<file path="config.mk">
export PLATFORM = sky130hd
export DESIGN_NAME = audio_mix_pwm
export DESIGN_NICKNAME = d
export VERILOG_FILES = /design/src/rtl/audio_mix_pwm.sv
export SDC_FILE = /design/constraint.sdc
export NUM_CORES = 1
export LEC_CHECK = 0
export ABC_AREA = 1
export BUFFER_PORTS_ARGS = -buffer_cell sky130_fd_sc_hd__buf_4
export CAP_MARGIN = 30
export CORE_MARGIN = 4
export CORE_UTILIZATION = 45
export DETAILED_ROUTE_END_ITERATION = 8
export GPL_TIMING_DRIVEN = 0
export PLACE_DENSITY_LB_ADDON = 0.25
export SETUP_SLACK_MARGIN = 0.5
export SYNTH_ARGS = -nofsm -noshare
export SYNTH_HDL_FRONTEND = slang
export SYNTH_SLANG_ARGS = --single-unit
</file>
<file path="constraint.sdc">
create_clock -name clock -period 2.8 [get_ports clock]
set_input_delay 0.56 -clock clock [delete_from_list [all_inputs] [get_ports clock]]
set_output_delay 0.56 -clock clock [all_outputs]
set_load 0.02 [all_outputs]
</file>
<file path="src/rtl/audio_mix_pwm.sv">
// Multi-channel audio mixer feeding a PWM DAC; one mixed sample is loaded per PWM period.
// Optional sticky underrun flag enabled with macro AUDIO_MIX_UNDERRUN_EN.
module audio_mix_pwm #(
    parameter int unsigned NUM_CH   = 4,
    parameter int unsigned SAMPLE_W = 4,
    parameter int unsigned PRESC_W  = 5
) (
    input  logic                                  clock,
    input  logic                                  reset,
    input  logic [NUM_CH*SAMPLE_W-1:0]            samples,
    input  logic                                  in_valid,
    output logic                                  in_ready,
    input  logic [NUM_CH-1:0]                     ch_en,
    output logic                                  pwm,
    output logic [SAMPLE_W+$clog2(NUM_CH)-1:0]    duty_o,
    output logic                                  frame_strobe,
    output logic                                  underrun
);

    localparam int unsigned IDX_W = $clog2(NUM_CH);
    localparam int unsigned SUM_W = SAMPLE_W + IDX_W;

    typedef enum logic {IDLE, ACCUM} state_t;

    state_t                        state_q, state_d;
    logic [PRESC_W-1:0]            presc_q, presc_d;
    logic [SUM_W-1:0]              cnt_q, cnt_d;
    logic [SUM_W-1:0]              duty_q, duty_d;
    logic [SUM_W-1:0]              pending_q, pending_d;
    logic [SUM_W-1:0]              acc_q, acc_d;
    logic [IDX_W-1:0]              idx_q, idx_d;
    logic [NUM_CH*SAMPLE_W-1:0]    samp_q, samp_d;
    logic                          pending_full_q, pending_full_d;
    logic                          pwm_q, pwm_d;
    logic                          frame_strobe_q, frame_strobe_d;

    logic                          tick;
    logic                          wrap;
    logic                          accept;
    logic                          last_ch;
    logic [SAMPLE_W-1:0]           addend;
    logic [SAMPLE_W-1:0]           ch_arr [NUM_CH];

    // PWM timebase
    always_comb begin
        tick    = (presc_q == '0);
        wrap    = tick && (cnt_q == '1);
        presc_d = presc_q + PRESC_W'(1);
        cnt_d   = tick ? cnt_q + SUM_W'(1) : cnt_q;
        pwm_d   = (cnt_q < duty_q);
        frame_strobe_d = wrap;
    end

    // FSM state register
    always_ff @(posedge clock) begin
        if (!reset) begin
            state_q <= IDLE;
        end else begin
            state_q <= state_d;
        end
    end

    // FSM next state
    always_comb begin
        state_d = state_q;
        case (state_q)
            IDLE:    if (accept) state_d = ACCUM;
            ACCUM:   if (last_ch) state_d = IDLE;
            default: state_d = IDLE;
        endcase
    end

    // FSM outputs; held low while reset is asserted
    always_comb begin
        in_ready = reset && (state_q == IDLE) && !pending_full_q;
        accept   = in_valid && in_ready;
        last_ch  = (state_q == ACCUM) && (idx_q == IDX_W'(NUM_CH - 1));
    end

    always_comb begin
        for (int i = 0; i < int'(NUM_CH); i++) begin
            ch_arr[i] = samp_q[i*int'(SAMPLE_W) +: SAMPLE_W];
        end
        addend = ch_en[idx_q] ? ch_arr[idx_q] : '0;
    end

    // Mixer datapath and pending/duty hand-off; a write coinciding with a wrap is applied next wrap
    always_comb begin
        acc_d          = acc_q;
        idx_d          = idx_q;
        samp_d         = samp_q;
        pending_d      = pending_q;
        pending_full_d = pending_full_q;
        duty_d         = duty_q;

        if (wrap && pending_full_q) begin
            duty_d         = pending_q;
            pending_full_d = 1'b0;
        end

        if (accept) begin
            samp_d = samples;
            acc_d  = '0;
            idx_d  = '0;
        end else if (state_q == ACCUM) begin
            acc_d = acc_q + SUM_W'(addend);
            idx_d = idx_q + IDX_W'(1);
            if (last_ch) begin
                pending_d      = acc_d;
                pending_full_d = 1'b1;
            end
        end
    end

    always_ff @(posedge clock) begin
        if (!reset) begin
            presc_q        <= '0;
            cnt_q          <= '0;
            duty_q         <= '0;
            pending_q      <= '0;
            acc_q          <= '0;
            idx_q          <= '0;
            samp_q         <= '0;
            pending_full_q <= 1'b0;
            pwm_q          <= 1'b0;
            frame_strobe_q <= 1'b0;
        end else begin
            presc_q        <= presc_d;
            cnt_q          <= cnt_d;
            duty_q         <= duty_d;
            pending_q      <= pending_d;
            acc_q          <= acc_d;
            idx_q          <= idx_d;
            samp_q         <= samp_d;
            pending_full_q <= pending_full_d;
            pwm_q          <= pwm_d;
            frame_strobe_q <= frame_strobe_d;
        end
    end

`ifdef AUDIO_MIX_UNDERRUN_EN
    logic underrun_q, underrun_d;

    always_comb underrun_d = underrun_q || (wrap && !pending_full_q);

    always_ff @(posedge clock) begin
        if (!reset) begin
            underrun_q <= 1'b0;
        end else begin
            underrun_q <= underrun_d;
        end
    end

    assign underrun = underrun_q;
`else
    assign underrun = 1'b0;
`endif

    assign pwm          = pwm_q;
    assign duty_o       = duty_q;
    assign frame_strobe = frame_strobe_q;

endmodule

</file>
### After elaboration in Yosys (flattened, before gate mapping)

Cells that the tools add are included.
W data, S select, Z words.

* reductions and logical operators: 10
* multiplexer cells: 13
* equal/unequal tests: 2
* $lt $le $gt $ge: 3
* bitwise gates (word level): 4
* add/subtract/negate cells: 4

Operators by type and width (count)
* $mux W4: 3
* $bmux W4 S2: 1
* $mux W1: 7
* $add A6 B1 Y6 const B: 1
* $add A6 B4 Y6: 1
* $eq A6 B6 Y1 const B: 1
* $logic_and A1 B1 Y1: 6
* $lt A6 B6 Y1: 1
* $add A5 B1 Y5 const B: 1
* $logic_not A5 Y1: 1
* $ge A3 B3 Y1 const B: 1
* $lt A2 B3 Y1 const B: 1
* $not A1 Y1: 3
* $not A2 Y3: 1
* $reduce_and A3 Y1: 1
* $add A2 B1 Y2 const B: 1
* $bmux W1 S2: 1
* $eq A2 B2 Y1 const B: 1
* $pmux W1 S2: 1
* $reduce_or A2 Y1: 1
* $logic_not A1 Y1: 1

* flip-flop bits (word level): 51
* word-level logic and storage cells: 47
* output and inout port bits: 10
* bits of input ports: 23

### Logic depth before layout (Yosys ltp)

Gate-level depths: netlist (run 1).

* depth in word-level cells: 7
* gate-level depth with buffers: 17
* gate-level depth less buffers: 16

### Least setup slack after synthesis (run 1)

Ideal clock, no wire load.

* path kind: reg2reg
* from: register idx_q[0]
* to: register acc_q[4]
* stages on the path, launching flop included: 16
* path slack: 0.585 ns
* arrival: 2.101 ns
* data required time: 2.686 ns
* clock period less this slack: 2.215 ns
* library setup time: 0.114 ns
* path buffers: 1
* cell sequence: dfxtp_1 > inv_1 > clkbuf_1 > nor2_1 > o22ai_1 > nand2_1 > inv_1 > ha_1 > inv_1 > fa_1 > inv_1 > nand3_1 > nand3_1 > nand3_1 > o211ai_2 > inv_1

* longest elaborated chain between the ends: 6
* elaborated cells on any way between the ends: 8
* classes of those cells: add/sub: 1; mux: 6; bitwise: 1

RTL lines
* start, declared: line 31 `logic [IDX_W-1:0] idx_q, idx_d;`
* start signal, assigned: line 133 `idx_q <= idx_d;`
* $not A2 Y3 (not written as such): line 84 `addend = ch_en[idx_q] ? ch_arr[idx_q] : '0;`
* $bmux W4 S2: line 84
* $mux W4 (not written as such) (2 in series): line 84
* $mux W4 (*): line 84
* $add A6 B4 Y6 (*): line 106 `acc_d = acc_q + SUM_W'(addend);`
* end signal, assigned: line 121 `acc_q <= '0;`
* end signal, assigned: line 132 `acc_q <= acc_d;`
* end, declared: line 30 `logic [SUM_W-1:0] acc_q, acc_d;`

Every way passes the cells marked *; elsewhere a longest branch is shown, timed or not. The select of a mux whose other input is x is not followed.
A chain may end at the register's enable or synchronous reset.

### Worst setup path after layout (run 1)

* from: register idx_q[0]
* to: register pending_q[4]

* longest elaborated chain between the ends: 6
* elaborated cells on any way between the ends: 11
* classes of those cells: add/sub: 1; eq/ne: 1; mux: 6; bitwise: 1; reduce/logical: 2

RTL lines
* $not A2 Y3 (not written as such): line 84
* $bmux W4 S2: line 84
* $mux W4 (not written as such) (2 in series): line 84
* $mux W4: line 84
* $add A6 B4 Y6: line 106
* end signal, assigned: line 131 `pending_q <= pending_d;`
* end, declared: line 29 `logic [SUM_W-1:0] pending_q, pending_d;`

Parallel ways exist; a longest one is shown, timed or not. The select of a mux whose other input is x is not followed.

==> results.toml, run 1 <==
[run_status]
status = "finished, final reports clean"

[place]
gp_congestion = 0.788
dp_hpwl_um = 3860
dpl_cell_area_um2 = 2780
io_buffers = 30

[global_route]
grt-ovfl-total = 0
grt_pass1_wl_um = 8760
grt_usage_pct = 16.8
grt_pass1_vias = 2047
antenna_found_initial = 0
grt_max_degree = 17

[pwr]
ir_worst_vdd_v = 0.000248
power_per_cell_area_nw_per_um2 = 484
p_leak_nw = 1.29

[sta]
fin_crit_sh_pct = 74.9
max_freq_mhz = 477
tns_ns = 0
fin_worst_skew_ns = 0.00520
setup_viol = 0
slew_headroom_pct = 63.9
worst_slew_pin_slew_ns = 0.541
hold_viol_final = 0
rsz0062_at_grt = "no"
finalCriticalPeriod_ns = 2.10
slew_viol_final = 0

[routing]
vias = 2219
ant_nets = 0
wl_per_cell_um = 11.7
drt_pass1_iterations = 5
drt_wl_total_um = 5220
drt-initial-drc-count = 83
route.detailed.drc = 0
viasPerCell = 4.98

[hold_path]
hp-class = "reg2reg"

[cells_and_area]
fin_area_um2 = 2960
drive_gt1_share_pct = 18.1
fillers = 513
syn_to_final_growth_pct = 19.9
antenna-diode-count = 0
final_nets = 412

[worst_setup_path]
critPathRequiredTime_ns = 3.06
rr_startpoint = "idx_q[0]$_SDFFE_PP0P_"
reg2reg_slack_ns = 0.70
worst_ep_arrival_time_ns = 2.36
rr_worst_depth = 17
setup.worst_path.start = "idx_q[0]$_SDFFE_PP0P_"
crit_type = "reg2reg"
crit_end = "pending_q[4]$_SDFFE_PN0P_"
cp_max_fo = 10
cp-end-kind = "flip-flop"
r2r_end = "pending_q[4]$_SDFFE_PN0P_"
start_kind = "flip-flop"

[cts]
clock_latency_ns = 0.31
htree_levels = 2
cts.clk_slew.worst_paths_ns = 0.09
cts_tree = "yes"
cts-hold-fix-buffers = 0
cts_buffers = 5
clock_sinks = 51
clock_path_buffers = 2
root_buffer = "clkbuf_8"

[die]
die-area_um2 = 6740
die_w_um = 82.1
core-area_um2 = 5200
initial_utilization_pct = 47.5
placementRows = 26
dieHeight_um = 82.1
io_pins = 33

[synthesis]
synthCells = 336
synth_nets = 373
synth.distinct_cells = 32
synth_seq_cells = 51
ys_seq_area_share_pct = 41.3
synth.avg_cell_area_um2 = 7.35
ys_warn_count = 0
syn_area_um2 = 2470

[flow_run]
maxCapViolations = 0
[critical path, cell delays in order (launching register included)]
cell,delay [ns]
dfxtp_2,0.36
inv_1,0.06
buf_6,0.13
a21oi_1,0.12
o21ai_1,0.08
nand2_1,0.06
nand2_1,0.06
inv_2,0.07
ha_4,0.13
inv_1,0.06
fa_2,0.40
inv_1,0.08
nand3_2,0.07
nand2_1,0.08
nand2_1,0.07
nand3_2,0.07
o211ai_1,0.08
inv_1,0.07
[metrics by stage]
| stage | hold WS, ns | setup slack, ns | total power [mW] | util, % | cells |
|---|---|---|---|---|---|
| floorplan | 0.430 | 0.585 | 0.918 | - | 336 |
| CTS | 0.460 | 0.501 | 1.43 | 55.6 | 444 |
| finish | 0.460 | 0.704 | 1.43 | 56.9 | 446 |
| detailed placement | 0.446 | 0.302 | 0.981 | 53.5 | 436 |
| global placement | 0.440 | 0.293 | 0.977 | 53.5 | 436 |
| global route | 0.485 | 0.513 | 1.52 | 56.9 | 446 |
[cell usage in the layout, fill, tap and decap left out, drive strengths merged]
cell / count
inv: 48
xor2: 1
nand2: 62
nand4: 8
clkbuf: 12
nor3: 4
a21o: 1
o21ai: 27
nand3: 26
nor2: 26
dfxtp: 51
buf: 39
ha: 13
a21boi: 1
or2: 1
fa: 1
clkinv: 1
o21bai: 1
o22ai: 1
o211ai: 3
a21oi: 46
clkinvlp: 1
xnor2: 1
conb: 1
[power breakdown]
part | switching [mW] | internal (mW)
Clock | 0.254 | 0.202
Combinational | 0.117 | 0.0862
Sequential | 0.0197 | 0.756
Total | 0.391 | 1.04
[cells by family after synthesis]
logic type,Yosys count,synth area share [%]
buf+inv,61,10.2
simple gates,127,23.1
flops,51,41.3
xor+xnor,2,0.709
other cells,1,0.152
fa+ha+maj,14,7.39
compound gates,80,17.1
[per-layer routing]
layer  GRT usage [%]  up-vias  wire length [µm]  part of all wire (%)
li1                -     1179                 -                     -
met1            21.2      982              2530                    48
met2            28.4       46              2340                    45
met3            3.25       12               230                   4.4
met4            6.15        0               117                   2.2
met5               0        -                 0                     0
[sequential cells by signal (all words and copies together), names as in the netlist]
name            count
pwm                 1
frame_strobe        1
duty_o              6
acc_q               6
state_q             1
pending_q           6
cnt_q               6
idx_q               2
samp_q             16
pending_full_q      1
presc_q             5
[final cells by class]
cell class                      count  area, µm²  area share (%)
Buffer                             13       83.8            2.83
Clock buffer                        6       82.6            2.79
Clock inverter                      2       16.3           0.549
Inverter                           48        180            6.08
Multi-Input combinational cell    224       1250            42.2
Sequential cell                    51       1020            34.5
Tap cell                           70       87.6            2.95
Timing Repair Buffer               32        240            8.10
[cell usage after synthesis]
library cell	count	area, µm²
nand2_1	60	225
dfxtp_1	51	1020
a21oi_1	46	230
inv_1	46	173
nand3_1	26	130
nor2_1	25	93.8
o21ai_0	24	120
ha_1	13	163
nand4_1	8	50.1
clkbuf_1	7	26.3
o21ai_1	3	15.0
buf_4	2	15.0
buf_6	2	22.5
inv_2	2	7.51
nor3_1	2	10.0
nor3_4	2	32.5
o211ai_1	2	15.0
a21boi_0	1	7.51
a21o_1	1	7.51
buf_1	1	3.75
buf_2	1	5.00
conb_1	1	3.75
fa_1	1	20.0
nand2_2	1	6.26
nand2_4	1	11.3
nor2_2	1	6.26
o211ai_2	1	12.5
o21bai_1	1	7.51
o22ai_1	1	6.26
or2_2	1	6.26
xnor2_1	1	8.76
xor2_1	1	8.76
[repair_timing]
action,in CTS,in global routing
pin swaps,0,3
endpoints found under the setup margin,6,8
setup buffers,0,2
gates resized for setup,5,18
[how the worst min path moves through the flow]
stage | start | end | cells after the start
6_report | samp_q[11]$_SDFFE_PN0P_ | samp_q[11]$_SDFFE_PN0P_ | 2
5_1_grt | samp_q[13]$_SDFFE_PN0P_ | samp_q[13]$_SDFFE_PN0P_ | 2
3_5_place_dp | samp_q[11]$_SDFFE_PN0P_ | samp_q[11]$_SDFFE_PN0P_ | 2
3_3_place_gp | samp_q[8]$_SDFFE_PN0P_ | samp_q[8]$_SDFFE_PN0P_ | 2
2_1_floorplan | presc_q[0]$_SDFF_PN0_ | presc_q[0]$_SDFF_PN0_ | 1
4_1_cts | samp_q[11]$_SDFFE_PN0P_ | samp_q[11]$_SDFFE_PN0P_ | 2
(Power assumes the default switching activity.)
==> run 2: changes to the inputs <==
==> constraint.sdc (replaced) <==
create_clock -name clock -period 2.12 [get_ports clock]
set_input_delay 0.424 -clock clock [delete_from_list [all_inputs] [get_ports clock]]
set_output_delay 0.424 -clock clock [all_outputs]
set_load 0.02 [all_outputs]
==> run 2 against run 1 <==
Net effect:
- non-clock buffer count up 7
- global-route usage grew 1.7 points
- setup slack lost 0.63 ns
- critical path type unchanged
==> results.toml, run 2 (synthesis results as in run 1) <==
[sta]
fin_worst_skew_ns = 0.00616
hold_viol_final = 0
slew_headroom_pct = 61.9
worst_slew_pin_slew_ns = 0.571
finalCriticalPeriod_ns = 2.05
fin_crit_sh_pct = 96.7
slew_viol_final = 0
rsz0062_at_grt = "yes"
setup_viol = 0
max_freq_mhz = 488

[pwr]
power_per_cell_area_nw_per_um2 = 618
netSwitchingFraction_pct = 27.8
pwr-share-seq_pct = 52.9
combPwrFrac_pct = 15.8
p_int_mw = 1.40
p_clk_share_pct = 31.2
p_leak_nw = 1.34
total_power_mw = 1.94
switching_power_mw = 0.539
ir_worst_vdd_v = 0.000499

[worst_setup_path]
critPathBufInv = 6
worst_ep_arrival_time_ns = 2.26
cp_max_fo = 8
slowest_stage = "fa_2"
cp_common_cell = "inv_2"
cp-end-kind = "flip-flop"
start_kind = "flip-flop"
crit_type = "reg2reg"
critPathRequiredTime_ns = 2.33
cp_slowest_stage_delay_ns = 0.40
critical-path-top-delay-family = "adder cells"
crit_path_cell_trace = "inv_2 -> buf_8 -> a21oi_2 -> o21ai_1 -> nand2_1 -> nand2_2 -> inv_2 -> ha_4 -> inv_2 -> fa_2 -> inv_2 -> nand3_4 -> nand3_4 -> nand3_2 -> o211ai_2 -> inv_1"

[cts]
clock_latency_ns = 0.31
clock_path_buffers = 2
cts.clk_slew.worst_paths_ns = 0.09
root_buffer = "clkbuf_8"
cts_buffers = 5
htree_levels = 2
cts_tree = "yes"
clock_sinks = 51
cts-hold-fix-buffers = 0

[place]
io_buffers = 30
place_inst = 436
gp_congestion = 0.809
dp_hpwl_um = 4070

[global_route]
grt_pass1_vias = 2191
grt_max_degree = 17
grt_usage_pct = 18.5
grt_pass1_wl_um = 9650
antenna_found_initial = 0
grt-ovfl-total = 0

[cells_and_area]
multiInputGateArea_um2 = 1350
fillers = 482
syn_to_final_growth_pct = 26.8
layout_commonest_cell = "nand2_1"
stdcell_count = 453
seq_area_um2 = 1030
mostFrequentLayoutCells = "nand2_1, dfxtp_1, buf_4"
drive_gt1_share_pct = 25.1
antenna-diode-count = 0
final_nets = 419
top_register = "samp_q"
largest_reg_flops = 16

[die]
core-area_um2 = 5200
die_w_um = 82.1
dieHeight_um = 82.1
initial_utilization_pct = 47.5
placementRows = 26
die-area_um2 = 6740
io_pins = 33

[flow_run]
maxCapViolations = 0

[run_status]
status = "finished, final reports clean"

[routing]
vias = 2266
drt_wl_total_um = 5570
drt-initial-drc-count = 98
route.detailed.drc = 0
drt_pass1_iterations = 6
wl_per_cell_um = 12.3
viasPerCell = 5.00
ant_nets = 0

[hold_path]
hp-class = "in2reg"
run 2: routing by layer:
layer / up-vias / GRT usage (%) / share of wire (%)
li1: 1190 / - / -
met1: 1034 / 24.0 / 48
met2: 36 / 31.5 / 47
met3: 6 / 3.69 / 4.1
met4: 0 / 4.49 / 0.90
met5: - / 0 / 0
run 2: worst reg2reg max path: stages (launching register included):
cell and delay (ns):
dfxtp_4 0.38, inv_2 0.05, buf_8 0.13, a21oi_2 0.12
o21ai_1 0.07, nand2_1 0.08, nand2_2 0.05, inv_2 0.07
ha_4 0.12, inv_2 0.04, fa_2 0.40, inv_2 0.09
nand3_4 0.08, nand3_4 0.10, nand3_2 0.07, o211ai_2 0.08
inv_1 0.05
run 2: through the flow:
stage	util, %	cell area [µm²]	hold slack (ns)	setup WS (ns)	setup TNS (ns)
floorplan	-	2540	0.430	0.213	0
global placement	54.9	2860	0.444	0.0409	0
detailed placement	54.9	2860	0.451	-0.000371	-0.000371
CTS	58.4	3040	0.377	0.118	0
global route	60.2	3130	0.388	-0.0756	-0.163
finish	60.2	3130	0.381	0.0691	0
run 2: area by class of cell:
cell class | instances | area share [%]
multi-input cells | 224 | 43.2
clock inverters | 2 | 0.439
flip-flops and latches | 51 | 32.8
inverters | 48 | 5.83
clock buffers | 6 | 2.63
repair buffers | 39 | 9.34
plain buffers | 13 | 2.99
well taps | 70 | 2.79
run 2: power by group through the flow:
stage / Clock, mW / Combinational [mW] / Sequential [mW]
floorplan: 0 / 0.185 / 1.04
global placement: 0 / 0.262 / 1.05
detailed placement: 0 / 0.269 / 1.05
CTS: 0.617 / 0.290 / 1.02
global route: 0.650 / 0.351 / 1.03
finish: 0.605 / 0.307 / 1.03
run 2: repair_timing:
| item | CTS | global route |
|---|---|---|
| gates resized for setup | 16 | 18 |
| pin swaps | 11 | 13 |
| setup buffers | 5 | 4 |
| cloned | 0 | 0 |
| endpoints found under the setup margin | 11 | 16 |
run 2: final timing paths:
kind,from,end,slack [ns],cells past startpoint
max reg2reg,idx_q[0]$_SDFFE_PP0P_,acc_q[4]$_SDFFE_PP0P_,0.07,16
min,samples[11],samp_q[11]$_SDFFE_PN0P_,0.38,3
min reg2reg,samp_q[6]$_SDFFE_PN0P_,samp_q[6]$_SDFFE_PN0P_,0.46,2
max,idx_q[0]$_SDFFE_PP0P_,acc_q[4]$_SDFFE_PP0P_,0.07,16
